**src/rtl/multi_color_localizer_pkg.sv**
```systemverilog
// Shared widths and bounding-box result record for the multi-colour localizer.
`default_nettype none

package multi_color_localizer_pkg;

    localparam int BBOX_COORD_W = 16;
    localparam int BBOX_COUNT_W = 32;

    typedef struct packed {
        logic [BBOX_COUNT_W-1:0] hit_count;
        logic [BBOX_COORD_W-1:0] min_row;
        logic [BBOX_COORD_W-1:0] max_row;
        logic [BBOX_COORD_W-1:0] min_col;
        logic [BBOX_COORD_W-1:0] max_col;
        logic                    found;
    } bbox_result_t;

    function automatic int clog2_min1(input int n);
        return (n <= 2) ? 1 : $clog2(n);
    endfunction

    function automatic int row_width(input int height);
        return clog2_min1(height);
    endfunction

    function automatic int col_width(input int width);
        return clog2_min1(width);
    endfunction

    function automatic int count_width(input int width, input int height);
        return clog2_min1(width * height + 1);
    endfunction

endpackage

`default_nettype wire

```
**src/rtl/chroma_window_match.sv**
```systemverilog
// One colour channel: combinational test of |U-Ut| <= Uth and |V-Vt| <= Vth.
`default_nettype none

module chroma_window_match #(
    parameter int YUV_WIDTH    = 9,
    parameter int THRESH_WIDTH = 7
) (
    input  logic signed [YUV_WIDTH-1:0]    u_i,
    input  logic signed [YUV_WIDTH-1:0]    v_i,
    input  logic signed [YUV_WIDTH-1:0]    u_target_i,
    input  logic signed [YUV_WIDTH-1:0]    v_target_i,
    input  logic        [THRESH_WIDTH-1:0] u_thresh_i,
    input  logic        [THRESH_WIDTH-1:0] v_thresh_i,
    output logic                           hit_o
);

    localparam int DW   = YUV_WIDTH + 1;
    localparam int CMPW = (DW > THRESH_WIDTH) ? DW : THRESH_WIDTH;

    logic signed [DW-1:0] du;
    logic signed [DW-1:0] dv;
    logic        [DW-1:0] du_abs;
    logic        [DW-1:0] dv_abs;

    // One extra bit holds any difference exactly, so the magnitude never wraps.
    assign du     = {u_i[YUV_WIDTH-1], u_i} - {u_target_i[YUV_WIDTH-1], u_target_i};
    assign dv     = {v_i[YUV_WIDTH-1], v_i} - {v_target_i[YUV_WIDTH-1], v_target_i};
    assign du_abs = du[DW-1] ? (~du + 1'b1) : du;
    assign dv_abs = dv[DW-1] ? (~dv + 1'b1) : dv;

    assign hit_o = (CMPW'(du_abs) <= CMPW'(u_thresh_i)) &&
                   (CMPW'(dv_abs) <= CMPW'(v_thresh_i));

endmodule

`default_nettype wire

```
**src/rtl/multi_color_localizer.sv**
```systemverilog
// Per-colour chroma mask plus per-frame bounding box and hit count.
`default_nettype none

module multi_color_localizer
    import multi_color_localizer_pkg::*;
#(
    parameter int NUM_COLORS   = 4,
    parameter int WIDTH        = 640,
    parameter int HEIGHT       = 480,
    parameter int YUV_WIDTH    = 9,
    parameter int THRESH_WIDTH = 7,
    parameter int MIN_PIXELS   = 16,
    localparam int RW = row_width(HEIGHT),
    localparam int CW = col_width(WIDTH),
    localparam int NW = count_width(WIDTH, HEIGHT)
) (
    input  logic                               clk,
    input  logic                               reset_n,
    input  logic                               in_valid,
    input  logic                               sof,
    input  logic signed [YUV_WIDTH-1:0]        U,
    input  logic signed [YUV_WIDTH-1:0]        V,
    input  logic [NUM_COLORS*YUV_WIDTH-1:0]    u_target,
    input  logic [NUM_COLORS*YUV_WIDTH-1:0]    v_target,
    input  logic [NUM_COLORS*THRESH_WIDTH-1:0] u_thresh,
    input  logic [NUM_COLORS*THRESH_WIDTH-1:0] v_thresh,
    output logic [NUM_COLORS-1:0]              mask_out,
    output logic                               mask_valid,
    output logic [NUM_COLORS*RW-1:0]           min_row,
    output logic [NUM_COLORS*RW-1:0]           max_row,
    output logic [NUM_COLORS*CW-1:0]           min_col,
    output logic [NUM_COLORS*CW-1:0]           max_col,
    output logic [NUM_COLORS*NW-1:0]           hit_count,
    output logic [NUM_COLORS-1:0]              found,
    output logic                               frame_done
);

    logic [RW-1:0] row_q, row_d, pix_row;
    logic [CW-1:0] col_q, col_d, pix_col;
    logic          first_px, last_px;

    logic [NUM_COLORS*YUV_WIDTH-1:0]    ut_q, vt_q, ut_eff, vt_eff;
    logic [NUM_COLORS*THRESH_WIDTH-1:0] uth_q, vth_q, uth_eff, vth_eff;

    logic [NUM_COLORS-1:0] hit;
    logic [NUM_COLORS-1:0] mask_q;
    logic                  mask_valid_q;
    logic                  frame_done_q;

    // A start-of-frame pixel is treated as (0,0) regardless of the counters.
    assign pix_row  = sof ? '0 : row_q;
    assign pix_col  = sof ? '0 : col_q;
    assign first_px = (pix_row == '0) && (pix_col == '0);
    assign last_px  = (pix_row == RW'(HEIGHT - 1)) && (pix_col == CW'(WIDTH - 1));

    // Pixel (0,0) compares against the live inputs, which are latched for the rest of the frame.
    assign ut_eff  = first_px ? u_target : ut_q;
    assign vt_eff  = first_px ? v_target : vt_q;
    assign uth_eff = first_px ? u_thresh : uth_q;
    assign vth_eff = first_px ? v_thresh : vth_q;

    always_comb begin
        row_d = row_q;
        col_d = col_q;
        if (in_valid) begin
            if (last_px) begin
                row_d = '0;
                col_d = '0;
            end else if (pix_col == CW'(WIDTH - 1)) begin
                row_d = pix_row + 1'b1;
                col_d = '0;
            end else begin
                row_d = pix_row;
                col_d = pix_col + 1'b1;
            end
        end
    end

    always_ff @(posedge clk) begin
        if (!reset_n) begin
            row_q        <= '0;
            col_q        <= '0;
            mask_q       <= '0;
            mask_valid_q <= 1'b0;
            frame_done_q <= 1'b0;
            ut_q         <= '0;
            vt_q         <= '0;
            uth_q        <= '0;
            vth_q        <= '0;
        end else begin
            row_q        <= row_d;
            col_q        <= col_d;
            mask_valid_q <= in_valid;
            frame_done_q <= in_valid && last_px;
            if (in_valid) begin
                mask_q <= hit;
            end
            if (in_valid && first_px) begin
                ut_q  <= u_target;
                vt_q  <= v_target;
                uth_q <= u_thresh;
                vth_q <= v_thresh;
            end
        end
    end

    assign mask_out   = mask_q;
    assign mask_valid = mask_valid_q;
    assign frame_done = frame_done_q;

    generate
        for (genvar k = 0; k < NUM_COLORS; k++) begin : g_ch
            logic [RW-1:0] min_row_q, min_row_d, max_row_q, max_row_d, base_min_row, base_max_row;
            logic [CW-1:0] min_col_q, min_col_d, max_col_q, max_col_d, base_min_col, base_max_col;
            logic [NW-1:0] cnt_q, cnt_d, base_cnt;
            bbox_result_t  res_q, res_d;
            logic          unused_res;

            chroma_window_match #(
                .YUV_WIDTH    (YUV_WIDTH),
                .THRESH_WIDTH (THRESH_WIDTH)
            ) u_match (
                .u_i        (U),
                .v_i        (V),
                .u_target_i (ut_eff[k*YUV_WIDTH +: YUV_WIDTH]),
                .v_target_i (vt_eff[k*YUV_WIDTH +: YUV_WIDTH]),
                .u_thresh_i (uth_eff[k*THRESH_WIDTH +: THRESH_WIDTH]),
                .v_thresh_i (vth_eff[k*THRESH_WIDTH +: THRESH_WIDTH]),
                .hit_o      (hit[k])
            );

            always_comb begin
                // A new frame (natural or sof-forced) starts from empty accumulators.
                base_min_row = first_px ? '1 : min_row_q;
                base_max_row = first_px ? '0 : max_row_q;
                base_min_col = first_px ? '1 : min_col_q;
                base_max_col = first_px ? '0 : max_col_q;
                base_cnt     = first_px ? '0 : cnt_q;

                min_row_d = base_min_row;
                max_row_d = base_max_row;
                min_col_d = base_min_col;
                max_col_d = base_max_col;
                cnt_d     = base_cnt;
                if (hit[k]) begin
                    if (pix_row < base_min_row) min_row_d = pix_row;
                    if (pix_row > base_max_row) max_row_d = pix_row;
                    if (pix_col < base_min_col) min_col_d = pix_col;
                    if (pix_col > base_max_col) max_col_d = pix_col;
                    if (base_cnt != '1)         cnt_d     = base_cnt + 1'b1;
                end

                res_d = '0;
                if (cnt_d != '0) begin
                    res_d.min_row   = BBOX_COORD_W'(min_row_d);
                    res_d.max_row   = BBOX_COORD_W'(max_row_d);
                    res_d.min_col   = BBOX_COORD_W'(min_col_d);
                    res_d.max_col   = BBOX_COORD_W'(max_col_d);
                    res_d.hit_count = BBOX_COUNT_W'(cnt_d);
                    res_d.found     = (BBOX_COUNT_W'(cnt_d) >= BBOX_COUNT_W'(MIN_PIXELS));
                end
            end

            always_ff @(posedge clk) begin
                if (!reset_n) begin
                    min_row_q <= '1;
                    max_row_q <= '0;
                    min_col_q <= '1;
                    max_col_q <= '0;
                    cnt_q     <= '0;
                    res_q     <= '0;
                end else if (in_valid) begin
                    if (last_px) begin
                        min_row_q <= '1;
                        max_row_q <= '0;
                        min_col_q <= '1;
                        max_col_q <= '0;
                        cnt_q     <= '0;
                        res_q     <= res_d;
                    end else begin
                        min_row_q <= min_row_d;
                        max_row_q <= max_row_d;
                        min_col_q <= min_col_d;
                        max_col_q <= max_col_d;
                        cnt_q     <= cnt_d;
                    end
                end
            end

            assign min_row[k*RW +: RW]   = res_q.min_row[RW-1:0];
            assign max_row[k*RW +: RW]   = res_q.max_row[RW-1:0];
            assign min_col[k*CW +: CW]   = res_q.min_col[CW-1:0];
            assign max_col[k*CW +: CW]   = res_q.max_col[CW-1:0];
            assign hit_count[k*NW +: NW] = res_q.hit_count[NW-1:0];
            assign found[k]              = res_q.found;
            assign unused_res            = ^res_q;
        end
    endgenerate

endmodule

`default_nettype wire

```
**config.mk**
```make
export PLATFORM = sky130hd
export DESIGN_NAME = multi_color_localizer
export DESIGN_NICKNAME = d
export VERILOG_FILES = /design/src/rtl/multi_color_localizer_pkg.sv /design/src/rtl/chroma_window_match.sv /design/src/rtl/multi_color_localizer.sv
export SDC_FILE = /design/constraint.sdc
export NUM_CORES = 2
export LEC_CHECK = 0
export ABC_AREA = 1
export BUFFER_PORTS_ARGS = -buffer_cell sky130_fd_sc_hd__clkbuf_2
export CAP_MARGIN = 5
export CORE_AREA = 3 3 263 265
export DETAILED_ROUTE_END_ITERATION = 8
export DIE_AREA = 0 0 266 268
export GPL_TIMING_DRIVEN = 0
export MAX_ROUTING_LAYER = met4
export PLACE_DENSITY = 0.87
export SLEW_MARGIN = 20
export SYNTH_ARGS = -nofsm -noshare
export SYNTH_HDL_FRONTEND = slang
export SYNTH_SLANG_ARGS = --single-unit
```
**constraint.sdc**
```tcl
create_clock -name clk -period 10.52 [get_ports clk]
set_input_delay 1.052 -clock clk [delete_from_list [all_inputs] [get_ports clk]]
set_output_delay 1.052 -clock clk [all_outputs]
set_load 0.01 [all_outputs]
```
# Word-level counts from Yosys, hierarchy flattened
# Index checks and enable logic that the tools add are counted.
# totals
ff_bits	613
input_bits	150
out_inout_bits	238
elab_cells	234
# classes
n_addsub	22
magnitude_cmp	28
n_eq_ne	6
n_mux	102
bitwise_logic	8
reduce_logical	15
# ops
op	n
10-bit 2-to-1 mux	43
84-bit 2-to-1 mux	4
9-bit 2-to-1 mux	35
19-bit 2-to-1 mux	16
10-bit by 1-bit adder with 10-bit output, second input constant	9
10-bit by 7-bit <= comparator with 1-bit output	8
10-bit inverter	8
9-bit by 9-bit subtractor with 10-bit output	8
19-bit by 1-bit adder with 19-bit output, second input constant	4
19-bit by 5-bit greater-or-equal comparator with 1-bit output, second input constant	4
19-bit inequality test, second input constant	4
19-bit nonzero test	4
36-bit 2-to-1 mux	2
28-bit 2-to-1 mux	2
10-bit > comparator	4
10-bit less-than comparator	4
9-bit > comparator	4
9-bit less-than comparator	4
10-bit equality test, second input constant	1
10-bit zero test	1
9-bit by 1-bit adder with 9-bit output, second input constant	1
9-bit equality test, second input constant	1
9-bit zero test	1
1-bit logical AND	8
2-bit AND reduction	1

# Longest topological paths before layout
# depth
depth_word	13
depth_mapped	57
ltp_nobuf	45

# Modules after synthesis
# From an unflattened synthesis, not the netlist that was laid out.
# unflattened
cells_unflattened	6270
area_unflattened_um2	40257.4
# by_module_without_submodules
module	n_inst	cells_per_inst	area_each_um2	seq_area_each_um2
multi_color_localizer	1	4878	32630.0	12271.8
chroma_window_match (g_ch[1].u_match ...)	3	346	1894.3	0.0
chroma_window_match (g_ch[0].u_match)	1	354	1944.4	0.0

# Worst setup path before layout
# Ideal clock, no wire load.
# synth_path
path_type	in2reg
start	input sof
end	register g_ch[0].res_q (netlist bit max_row[1])
setup_time_ns	0.132
t_arrival_ns	7.815
required_time_ns	10.388
slack_ns	2.572
path_stages	51
path_buffers	12
cell_sequence	buf_4 nor2_1 inv_1 ha_1 nand3_2 nor2_2 nand3_4 buf_8 buf_8 buf_6 buf_6 buf_2 buf_1 clkbuf_1 buf_2 mux2i_1 ha_1 a21oi_1 (+15 left out) o21a_1 o21ai_0 nand2_1 inv_1 nand3_1 nor2_2 nand2_1 buf_2 nand2_1 nand2_1 nor2_1 nand3b_1 nor2_1 nand2_1 buf_4 buf_6 nand2_1 a21oi_1
# synth_between
elab_chain_len	13
elab_cells_between_ends	35
cone_classes	add/sub: 5; order compare: 3; eq/ne: 3; mux: 15; bitwise: 2; reduce/logical: 7
# synth_lines
element	line_no	text
start: declaration	multi_color_localizer.sv:20	input logic sof,
10-bit 2-to-1 mux / 9-bit 2-to-1 mux (equally long branches)	multi_color_localizer.sv:52, multi_color_localizer.sv:51	
10-bit zero test / 9-bit zero test (equally long branches)	multi_color_localizer.sv:53	assign first_px = (pix_row == '0) && (pix_col == '0);
1-bit logical AND	multi_color_localizer.sv:53	
36-bit 2-to-1 mux (on tied branches)	multi_color_localizer.sv:57, multi_color_localizer.sv:58	
9-bit by 9-bit subtractor with 10-bit output (on tied branches)	chroma_window_match.sv:26, chroma_window_match.sv:27	
10-bit inverter (on tied branches)	chroma_window_match.sv:28, chroma_window_match.sv:29	
10-bit by 1-bit adder with 10-bit output (on tied branches)	chroma_window_match.sv:28, chroma_window_match.sv:29	
10-bit 2-to-1 mux (on tied branches)	chroma_window_match.sv:28, chroma_window_match.sv:29	
10-bit by 7-bit <= comparator with 1-bit output (on tied branches)	chroma_window_match.sv:31, chroma_window_match.sv:32	
1-bit logical AND	chroma_window_match.sv:31	assign hit_o = (CMPW'(du_abs) <= CMPW'(u_thresh_i)) &&
19-bit 2-to-1 mux	multi_color_localizer.sv:145	if (hit[k]) begin
19-bit nonzero test	multi_color_localizer.sv:154	if (cnt_d != '0) begin
84-bit 2-to-1 mux	multi_color_localizer.sv:154	
end signal: assignment	multi_color_localizer.sv:179	res_q <= res_d;
end: declaration	multi_color_localizer.sv:116	bbox_result_t res_q, res_d;
# Several ways; a longest one is shown, not always the timed one.
# A chain may end at the register's enable or synchronous reset.

# Worst setup path in the final report
# layout_path
start	input sof
end	register g_ch[1].res_q (netlist bit max_row[15])
# layout_between
elab_chain_len	13
elab_cells_between_ends	35
cone_classes	add/sub: 5; order compare: 3; eq/ne: 3; mux: 15; bitwise: 2; reduce/logical: 7
# layout_lines
element	line_no
10-bit 2-to-1 mux / 9-bit 2-to-1 mux (equally long branches)	multi_color_localizer.sv:52, multi_color_localizer.sv:51
10-bit zero test / 9-bit zero test (equally long branches)	multi_color_localizer.sv:53
1-bit logical AND	multi_color_localizer.sv:53
36-bit 2-to-1 mux (on tied branches)	multi_color_localizer.sv:57, multi_color_localizer.sv:58
9-bit by 9-bit subtractor with 10-bit output (on tied branches)	chroma_window_match.sv:26, chroma_window_match.sv:27
10-bit inverter (on tied branches)	chroma_window_match.sv:28, chroma_window_match.sv:29
10-bit by 1-bit adder with 10-bit output (on tied branches)	chroma_window_match.sv:28, chroma_window_match.sv:29
10-bit 2-to-1 mux (on tied branches)	chroma_window_match.sv:28, chroma_window_match.sv:29
10-bit by 7-bit <= comparator with 1-bit output (on tied branches)	chroma_window_match.sv:31, chroma_window_match.sv:32
1-bit logical AND	chroma_window_match.sv:31
19-bit 2-to-1 mux	multi_color_localizer.sv:145
19-bit nonzero test	multi_color_localizer.sv:154
84-bit 2-to-1 mux	multi_color_localizer.sv:154
end signal: assignment	multi_color_localizer.sv:179
end: declaration	multi_color_localizer.sv:116
# Several ways; a longest one is shown, not always the timed one.

==> results.toml <==
[critical_path]
path_class = "input port to flip-flop"
startpoint_type = "input port"
end_kind = "flip-flop"
reg2regPathDepth = 49
critPathMaxStageDelay_ns = 0.58
cp.arrival_ns = 10.92
crit_fanout = 28
r2r_setup_slack_ns = 0.72
cpMostUsedCell = "nand2_1"
worstPathRequired_ns = 10.99
cp_slowest_cell = "buf_2"

[synth]
ys.flop_type = "dfxtp_1"
synth_cells = 6325
ys_ff_latch = 613
syn_area_um2 = 40700
synth.avg_cell_area_um2 = 6.434
syn_nets = 6771
ys_types = 57
yosysWarnings = 0
yosysSeqAreaShare_pct = 30.16
synth_edf_count = 0
synth-async-reset-ratio_pct = 0

[clock_tree]
clk_pin_slew_worst_paths_ns = 0.06
htree_levels = 3
cts_tree = "built"
clockBufferDepth = 3
cts.sinks = 613
cts_made_buffers = 71
clock_latency_ns = 0.64
root_buffer = "clkbuf_16"

[floorplanning]
dieWidth_um = 266
die-area_um2 = 71290
die_h_um = 268
core_area_um2 = 67040
start_util_pct = 60.70
ios = 388
row_count = 95

[timing]
drv_slew = 0
layout_min_cycle_time_ns = 10.44
setup_viol = 0
setup_ws_ns = 0.07517
tightest_slew_ns = 1.075
rsz0062_at_grt = "no"
fmax_mhz = 95.74
finalSetupTns_ns = 0
hold_violations = 0
fin_crit_sh_pct = 99.29
fin_worst_skew_ns = 0.02919
max_slew_margin_pct = 28.35
whs_ns = 0.4523

[placement]
dp_hpwl_um = 118200
portBuffers = 387
placed_cell_area_um2 = 43850
placed_cells = 7590
place_ws_ns = -2.483
place.gp.congestion = 1.034

[cells_and_area]
final_common_cell = "nand2_1"
final_core_util_pct = 69.21
layout_common_cells = "1876 x nand2_1, 624 x inv_1, 613 x dfxtp_1"
layout.nets = 7232
final_area_um2 = 46400
final_cell_count_no_fill = 7717
area_growth_pct = 14.01
drive_above_1_share_pct = 10.72

[status]
outcome = "finished, final reports clean"

[pwr]
p_per_area_nw_per_um2 = 149.4
p_total_mw = 6.930
ir_drop_v = 0.0002103
leakagePower_nw = 21.33

[routing]
drcViolationCount = 0
drtIter0Drc = 5723
via_count = 45960
drtPass1Iterations = 8
wl_per_cell_um = 20.25
ant_nets = 0
vias_per_cell = 5.955
routed_wl_um = 156200

[global_routing]
gr-total-overflow = 0
grt_max_degree = 20
grt_pass1_wl_um = 234600
grt_pass1_vias = 41860
grt_usage_pct = 43.43
antenna_found_initial = 4

[run]
maxCapViolCount = 0

[worst_hold_path]
holdCritPathClass = "flip-flop to flip-flop"
hold_depth = 2
==> critical path, delay by kind of cell <==
kind            cells  cell delay (ns)
compound gates      3             0.43
xor+xnor            2             0.51
simple gates       26             3.88
buf+inv            14             4.04
fa+ha+maj           4             0.88
==> routing by layer <==
layer	routed length [µm]	GRT usage [%]	part of all wire (%)	vias up
met3	17980	9.293	12	724
met4	12040	27.47	7.7	0
met1	59720	52.61	38	20940
met5	0	-	0	-
met2	66500	65.97	43	2813
li1	-	-	-	21480
==> final cells by class <==
class	instances	area (µm²)
antenna	4	10.01
buffer	321	1577
clock buffer	95	2008
clock inverter	32	493.0
fill	5979	20640
inverter	646	2430
multi-input combinational	4740	24500
sequential	613	12270
tap	873	1092
timing repair buffer	393	2016
==> timing repair <==
item | 4_1_cts | 5_1_grt
endpoints found under the setup margin | 458 | 272
pin swaps | 1 | 0
setup buffers | 1 | 0
hold buffers | 0 | 0
gates resized for setup | 14 | 16
==> cell usage after synthesis, types with 8 or more instances <==
cell type	count	share of area (%)
fa_1	8	0.39
o21ai_1	24	0.30
a21oi_1	608	7.5
nor2_1	601	5.5
buf_6	16	0.44
or2_2	12	0.18
o211ai_1	73	1.3
xnor2_1	25	0.54
inv_1	624	5.8
nand4_1	67	1.0
nor3_1	39	0.48
ha_1	288	8.9
clkbuf_1	208	1.9
mux2i_1	49	1.2
buf_2	48	0.59
o21bai_1	8	0.15
buf_1	22	0.20
nand2_1	1876	17
clkinv_1	10	0.092
xor2_1	66	1.4
nor2_2	14	0.22
nand2_2	12	0.18
nand3b_1	18	0.33
dfxtp_1	613	30
buf_4	20	0.37
inv_2	12	0.11
nand3_2	35	0.86
o21ai_0	442	5.4
o21a_1	44	0.81
a21oi_2	17	0.37
nand3_1	359	4.4
==> flip-flops by register name (all words and copies together) (netlist names) <==
| signal | cells |
|---|---|
| frame_done | 1 |
| mask_out | 4 |
| g_ch.min_row_q | 36 |
| col_q | 10 |
| hit_count | 76 |
| g_ch.max_row_q | 36 |
| mask_valid | 1 |
| found | 4 |
| min_row | 36 |
| g_ch.cnt_q | 76 |
| ut_q | 36 |
| vth_q | 28 |
| row_q | 9 |
| uth_q | 28 |
| g_ch.min_col_q | 40 |
| min_col | 40 |
| vt_q | 36 |
| max_row | 36 |
| max_col | 40 |
| g_ch.max_col_q | 40 |
==> kinds of logic (layout without fill, tap and decap cells) <==
| logic type | after synthesis | after routing | synth area share (%) |
|---|---|---|---|
| compound gates | 1249 | 1249 | 16.54 |
| xor+xnor | 91 | 91 | 1.958 |
| fa+ha+maj | 296 | 296 | 9.248 |
| buf+inv | 972 | 1487 | 9.829 |
| flops | 613 | 613 | 30.16 |
| mux | 49 | 49 | 1.205 |
| other cells | 0 | 4 | 0 |
| simple gates | 3055 | 3055 | 31.07 |
==> final timing paths <==
check,start,endpoint
min reg2reg,uth_q[20],uth_q[20]
min,uth_q[20],uth_q[20]
max,sof,max_row[15]
max reg2reg,col_q[0],max_row[15]
==> power by group <==
part	switching, mW	internal, mW
Combinational	1.23	0.558
Clock	1.09	1.62
Sequential	0.0327	2.39
No activity file was read; power rests on OpenSTA's default activity.
